`src/rtl/dl_frame_packer.sv`:
```
// Frame packer between the data-link FEC engine and the UART TX FIFO (optional DL_PACKER_PREAMBLE_EN: 0x55 0xD5 sync prefix).
// Latency: CRC starts 1 cycle after start, first byte 1 cycle after the later encoder done; one byte per tx_valid&tx_ready beat.
// Backpressure: tx_data/tx_valid hold while tx_ready is low; start is ignored unless idle.
module dl_frame_packer #(
    parameter int PAYLOAD_BYTES  = 7,
    parameter int TIMEOUT_CYCLES = 64,
    parameter int TO_W           = 7
) (
    input  logic                       clk,
    input  logic                       rst_n,
    input  logic                       start,
    input  logic [3:0]                 frm_type,
    input  logic [7:0]                 msg_len,
    input  logic [3:0]                 msg_tag,
    input  logic [8*PAYLOAD_BYTES-1:0] payload,
    output logic [8*PAYLOAD_BYTES-1:0] fec_data,
    output logic [7:0]                 fec_msg_len,
    output logic [3:0]                 fec_msg_tag,
    output logic                       crc0_start,
    output logic                       crc1_start,
    input  logic                       enc0_done,
    input  logic [7:0]                 crc0_data,
    input  logic [7:0]                 enc0_row_p,
    input  logic [7:0]                 enc0_col_p,
    input  logic                       enc1_done,
    input  logic [3:0]                 crc1_data,
    input  logic [3:0]                 enc1_row_p,
    input  logic [3:0]                 enc1_col_p,
    output logic [7:0]                 tx_data,
    output logic                       tx_valid,
    input  logic                       tx_ready,
    output logic                       busy,
    output logic                       done,
    output logic                       err
);

`ifdef DL_PACKER_PREAMBLE_EN
    localparam int PRE_BYTES = 2;
`else
    localparam int PRE_BYTES = 0;
`endif
    localparam int FRAME_BYTES = PRE_BYTES + PAYLOAD_BYTES + 7;
    localparam int IDX_W       = $clog2(FRAME_BYTES);
    localparam logic [IDX_W-1:0] LAST_IDX = IDX_W'(FRAME_BYTES - 1);
    localparam logic [TO_W-1:0]  TO_LAST  = TO_W'(TIMEOUT_CYCLES - 1);

    typedef enum logic [2:0] {
        S_IDLE,
        S_KICK,
        S_WAIT,
        S_SEND,
        S_DONE
    } state_t;

    state_t state_q, state_d;

    logic [3:0]             type_q;
    logic [IDX_W-1:0]       idx_q;
    logic [TO_W-1:0]        to_cnt_q;
    logic                   d0_q, d1_q;
    logic [7:0]             crc0_q, rp0_q, cp0_q;
    logic [3:0]             crc1_q, rp1_q, cp1_q;
    logic                   both_done;
    logic [7:0]             frame_b [FRAME_BYTES];

    // Flags raised this cycle count, so SEND follows the later done pulse directly.
    assign both_done = (d0_q | enc0_done) & (d1_q | enc1_done);

    always_ff @(posedge clk) begin
        if (rst_n) begin
            state_q <= S_IDLE;
        end else begin
            state_q <= state_d;
        end
    end

    always_comb begin
        state_d    = state_q;
        crc0_start = 1'b0;
        crc1_start = 1'b0;
        tx_valid   = 1'b0;
        busy       = 1'b1;
        done       = 1'b0;
        err        = 1'b0;
        case (state_q)
            S_IDLE: begin
                busy = 1'b0;
                if (start) begin
                    state_d = S_KICK;
                end
            end
            S_KICK: begin
                crc0_start = 1'b1;
                crc1_start = 1'b1;
                state_d    = S_WAIT;
            end
            S_WAIT: begin
                if (both_done) begin
                    state_d = S_SEND;
                end else if (to_cnt_q == TO_LAST) begin
                    err     = 1'b1;
                    state_d = S_IDLE;
                end
            end
            S_SEND: begin
                tx_valid = 1'b1;
                if (tx_ready && idx_q == LAST_IDX) begin
                    state_d = S_DONE;
                end
            end
            S_DONE: begin
                done    = 1'b1;
                state_d = S_IDLE;
            end
            default: begin
                state_d = S_IDLE;
            end
        endcase
    end

    always_ff @(posedge clk) begin
        if (rst_n) begin
            type_q      <= '0;
            fec_data    <= '0;
            fec_msg_len <= '0;
            fec_msg_tag <= '0;
            idx_q       <= '0;
            to_cnt_q    <= '0;
            d0_q        <= 1'b0;
            d1_q        <= 1'b0;
            crc0_q      <= '0;
            rp0_q       <= '0;
            cp0_q       <= '0;
            crc1_q      <= '0;
            rp1_q       <= '0;
            cp1_q       <= '0;
        end else begin
            if (state_q == S_IDLE && start) begin
                type_q      <= frm_type;
                fec_data    <= payload;
                fec_msg_len <= msg_len;
                fec_msg_tag <= msg_tag;
            end
            if (state_q == S_KICK) begin
                d0_q     <= 1'b0;
                d1_q     <= 1'b0;
                to_cnt_q <= '0;
                idx_q    <= '0;
            end
            if (state_q == S_WAIT) begin
                to_cnt_q <= to_cnt_q + 1'b1;
                if (enc0_done) begin
                    d0_q   <= 1'b1;
                    crc0_q <= crc0_data;
                    rp0_q  <= enc0_row_p;
                    cp0_q  <= enc0_col_p;
                end
                if (enc1_done) begin
                    d1_q   <= 1'b1;
                    crc1_q <= crc1_data;
                    rp1_q  <= enc1_row_p;
                    cp1_q  <= enc1_col_p;
                end
            end
            if (state_q == S_SEND && tx_ready) begin
                idx_q <= idx_q + 1'b1;
            end
        end
    end

    // Byte map of the outgoing frame, indexed by the send pointer.
    always_comb begin
        for (int i = 0; i < FRAME_BYTES; i++) begin
            frame_b[i] = 8'h00;
        end
`ifdef DL_PACKER_PREAMBLE_EN
        frame_b[0] = 8'h55;
        frame_b[1] = 8'hD5;
`endif
        frame_b[PRE_BYTES + 0] = {type_q, fec_msg_tag};
        frame_b[PRE_BYTES + 1] = fec_msg_len;
        frame_b[PRE_BYTES + 2] = {crc1_q, rp1_q};
        frame_b[PRE_BYTES + 3] = {cp1_q, 4'h0};
        for (int i = 0; i < PAYLOAD_BYTES; i++) begin
            frame_b[PRE_BYTES + 4 + i] = fec_data[8*i +: 8];
        end
        frame_b[PRE_BYTES + 4 + PAYLOAD_BYTES] = crc0_q;
        frame_b[PRE_BYTES + 5 + PAYLOAD_BYTES] = rp0_q;
        frame_b[PRE_BYTES + 6 + PAYLOAD_BYTES] = cp0_q;
    end

    assign tx_data = (state_q == S_SEND) ? frame_b[idx_q] : 8'h00;

endmodule

```
`config.mk`:
```
export PLATFORM = sky130hd
export DESIGN_NAME = dl_frame_packer
export DESIGN_NICKNAME = d
export VERILOG_FILES = /design/src/rtl/dl_frame_packer.sv
export SDC_FILE = /design/constraint.sdc
export NUM_CORES = 1
export LEC_CHECK = 0
export ABC_AREA = 1
export BUFFER_PORTS_ARGS = -buffer_cell sky130_fd_sc_hd__buf_2
export CORE_MARGIN = 5
export CORE_UTILIZATION = 55
export DETAILED_ROUTE_END_ITERATION = 10
export PLACE_DENSITY = 0.86
export SLEW_MARGIN = 20
export SYNTH_ARGS = -nofsm -noshare
export SYNTH_HDL_FRONTEND = slang
export SYNTH_SLANG_ARGS = --single-unit
export TNS_END_PERCENT = 1
```
`constraint.sdc`:
```
create_clock -name clk -period 4.3 [get_ports clk]
set_input_delay 0.43 -clock clk [delete_from_list [all_inputs] [get_ports clk]]
set_output_delay 0.43 -clock clk [all_outputs]
set_load 0.01 [all_outputs]
```
# == Word level (Yosys, flattened, before mapping) ==
# Index checks and enable logic that the tools add are counted.
# word_totals
regBits,124
inputBits,114
out_inout_bits,82
elab_cells,66
# op_classes
add_sub_neg,2
magnitude_cmp,1
n_eq_ne,9
n_mux,26
bitwise,4
reduce_logical,9
# op_table
cell,n
$bmux W8 S4,1
$mux W8,3
$mux W7,2
$mux W1,13
$mux W3,4
$pmux W3 S4,1
$mux W4,2
$add A7 B1 Y7 const B,1
$eq A7 B6 Y1 const B,1
$eq A3 B2 Y1 const B,2
$ge A5 B5 Y1 const B,1
$not A4 Y5,1
$add A4 B1 Y4 const B,1
$eq A4 B4 Y1 const B,1
$ne A2 B2 Y1 const B,2
$reduce_and A2 Y1,2
$reduce_bool A2 Y1,2
$eq A3 B1 Y1 const B,1
$eq A3 B3 Y1 const B,1
$logic_and A1 B1 Y1,3
$logic_not A3 Y1,1
$ne A3 B3 Y1 const B,1
$reduce_and A3 Y1,1
$or A1 B1 Y1,2
$and A1 B1 Y1,1

# == Logic depth before layout (Yosys ltp) ==
# logic_depth
word_depth,5
ltp_mapped,11
mapped_depth_nobuf,9

# == Worst setup path before layout ==
# Ideal clock, no wire load.
# synth_timing
path_kind,flip-flop to output port
from,register idx_q[0]
to,output tx_data[7]
arrival_ns,1.268
required_ns,3.870
setup_slack_ns,2.602
path_stages_with_launch,9
path_buffers,2
path_cell_list,dfxtp_1 > buf_2 > clkbuf_1 > nand2_1 > nand2_1 > nand2_1 > a21oi_1 > nor2_1 > nor2_1
# synth_via
elab_chain_len,5
# synth_lines
element,line,text
start: declaration,58,logic [IDX_W-1:0] idx_q;
start signal: assignment,166,idx_q <= idx_q + 1'b1;
$not A4 Y5 (implied by the code),192,assign tx_data = (state_q == S_SEND) ? frame_b[idx_q] : 8'h00;
$bmux W8 S4,192,
$mux W8 (implied by the code) (2 in a row),192,
$mux W8,192,
end: declaration,29,"output logic [7:0] tx_data,"
# No other way between the ends. The select of a mux whose other input is x is not followed.

# == Worst setup path in the final report ==
# layout_timing
from,register idx_q[1]
to,output tx_data[1]
# Same word-level chain as after synthesis.

==> impl_metrics.tcl <==
set metrics [dict create \
    hold_buffers 0 \
    worst_slew_pin_slew_ps 945 \
    synthesis.nets 992 \
    yosysTopAreaCell "dfxtp_1" \
    firstDrtPassIters 5 \
    drv_slew 0 \
    fin_crit_ps 3230 \
    grt_antenna_before_repair 0 \
    cts_setup_buffers 0 \
    syn_avg_cell_area_um2 6.76 \
    r2r_slack_ps 1970 \
    setup_viol 0 \
    drtAntennaViolNets 0 \
    synth_edf_count 0 \
    num_antenna_cells 0 \
    drive_above_1_share_pct 23.4 \
    path_buf_inv 2 \
    fin_worst_skew_ps 7.97 \
    ys_warn_count 0 \
    drcViolationCount 0 \
    rows 37 \
    die_x_um 114 \
    synth_top_area_share_pct 42.0 \
    final_nets 1152 \
    synth_cells 875 \
    dieArea_mm2 0.0129 \
    hold_viol_final 0 \
    die_h_um 114 \
    gp_congestion 0.933 \
    synth_seq_cells 124 \
    vias_per_cell 5.25 \
    netlist_area_mm2 0.00591 \
    grt_pass1_vias 5629 \
    grt_start_max_net_pins 95 \
    areaGrowthSynthToFinish_pct 24.1 \
    cts_tree "yes" \
    cts_resized 0 \
    ys_seq_area_share_pct 42.0 \
    rr_worst_depth 8 \
    drt-initial-drc-count 651 \
    core_area_mm2 0.0104 \
    grt_overflow 0 \
    timing.hold.ws_ps 143 \
    vias 6214 \
    htree_levels 4 \
    yosys_most_used_dff "dfxtp_1" \
    fmax_mhz 310 \
    tns_ps 0 \
    cts_sinks 124 \
    path_delay_family "flip-flops" \
    rsz0062_at_grt "no" \
    cpMaxStageDelayCell "dfxtp_1" \
    cap_viol_max_count 0 \
    cts-root-buf "clkbuf_8" \
    post-route-period-util_pct 75.0 \
    critPathMaxFanout 21 \
    clk_path_buf_depth 2 \
    critPathMaxStageDelay_ps 800 \
    cp.depth 7 \
    cts_buffers 17 \
    relSlewSlack_pct 36.9 \
    wirelength_um 17400 \
    outcome "finished clean" \
    synthTopCellsByArea "dfxtp_1, nand2_1, a21oi_1" \
    end_kind "output pin" \
    dp_hpwl_um 12500 \
    critical_path_arrival_ps 2800 \
    p_per_area_mw_per_mm2 584 \
    synthArstFlopShare_pct 0 \
    cts.reportedPaths.clkPinSlew_ps 60 \
    crit_required_ps 3870 \
    grt_pass1_wl_um 27300 \
    grt_use_total_pct 26.0 \
    startpoint_type "flip-flop" \
    crit_chain "inv_1, nor2_4, nand2_1, a21oi_1, nor2_1, nor2_1, buf_2" \
    io_buffers 195 \
    drt-wirelength-per-cell_um 14.7 \
    clock_latency_ps 510 \
    holdPathStages 3 \
    final_area_mm2 0.00734 \
    crit_type "reg -> out" \
    fillCellCount 900 \
    max-vdd-ir-drop_v 0.000323 \
    dpl-instance-area_mm2 0.00675 \
    crit_top_cell "nor2_1" \
    hp-class "in -> reg" \
    start_util_pct 56.8 \
    multi_input_area_mm2 0.00269 \
    power_leakage_nw 3.52 \
    regArea_mm2 0.00248 \
    synth.distinct_cells 28 \
    pin_count 196 \
]
-- cell usage in the layout (no fill, tap or decap), types with 2 or more instances in the layout --
cell,Yosys,layout
a21oi_1,110,110
buf_2,20,195
buf_4,6,3
bufinv_16,0,3
clkbuf_1,21,2
clkbuf_16,0,16
clkbuf_8,0,2
clkinv_2,0,4
clkinv_4,0,2
clkinvlp_4,0,3
dfxtp_1,124,123
ha_1,3,3
inv_1,104,103
inv_2,3,3
nand2_1,199,199
nand2_4,2,2
nand3_1,55,55
nor2_1,80,80
nor2_2,4,4
nor2_4,4,4
nor3_1,6,6
o211ai_1,10,10
o21ai_0,65,65
o21ai_1,41,41
-- sequential cells by signal (all words and copies together), names as in the netlist, 4 cells and up --
register and flops:
crc0_q 8, cp1_q 4, fec_data 56, crc1_q 4, fec_msg_len 8, to_cnt_q 7
rp1_q 4, cp0_q 8, rp0_q 8, idx_q 4, type_q 4, fec_msg_tag 4
-- synthesized netlist by cell type (9+ instances only) --
master,number
dfxtp_1,124
clkbuf_1,21
buf_2,20
nand3_1,55
o21ai_0,65
nor2_1,80
buf_6,9
a21oi_1,110
inv_1,104
nand2_1,199
o211ai_1,10
o21ai_1,41
-- worst min-delay path, cell delays in order --
cell and delay [ps]:
buf_2 70, nor2_1 30, nor2_1 80
-- routing by layer --
| layer | GRT usage [%] | up-vias | routed length, µm |
|---|---|---|---|
| met5 | 0 | - | 0 |
| met4 | 9.05 | 0 | 441 |
| met3 | 5.68 | 36 | 1380 |
| met2 | 41.1 | 269 | 7980 |
| met1 | 35.2 | 2782 | 7570 |
| li1 | - | 3127 | - |
-- layout make-up --
type,count,area share (%)
clock buffers,20,5.94
clock inverters,11,1.98
inverters,109,5.63
multi-input cells,585,36.7
flip-flops and latches,124,33.9
well taps,136,2.32
repair buffers,198,13.6
-- path summary, 6_finish.rpt --
kind                                   end           from
worst max register to register  state_q[2]       idx_q[1]
worst min-delay path              cp1_q[3]  enc1_col_p[3]
worst max-delay path            tx_data[1]       idx_q[1]
worst min register to register   type_q[3]      type_q[3]
-- report_power, final --
group / internal [mW] / switching (mW) / total, mW
Clock: 0.892 / 0.506 / 1.40
Sequential: 1.42 / 0.165 / 1.58
Combinational: 0.442 / 0.861 / 1.30
-- logic make-up (layout without fill, tap and decap cells) --
| logic type | count (synthesis) | count (layout) | synth area share, % |
|---|---|---|---|
| AND/OR/NAND/NOR | 355 | 355 | 25.2 |
| buffers and inverters | 166 | 338 | 12.5 |
| flip-flops | 124 | 124 | 42.0 |
| adder cells (fa/ha/maj) | 3 | 3 | 0.635 |
| AO/OA/AOI/OAI | 227 | 227 | 19.7 |
-- metrics by stage --
stage	setup slack (ps)	power (mW)	instances	utilization (%)
floorplan	2600	2.50	875	-
global placement	1680	2.87	1152	64.8
detailed placement	1630	2.89	1152	64.8
CTS	1100	4.29	1183	70.4
global route	855	4.53	1183	70.4
finish	1070	4.28	1183	70.4
(Power assumes the default switching activity.)
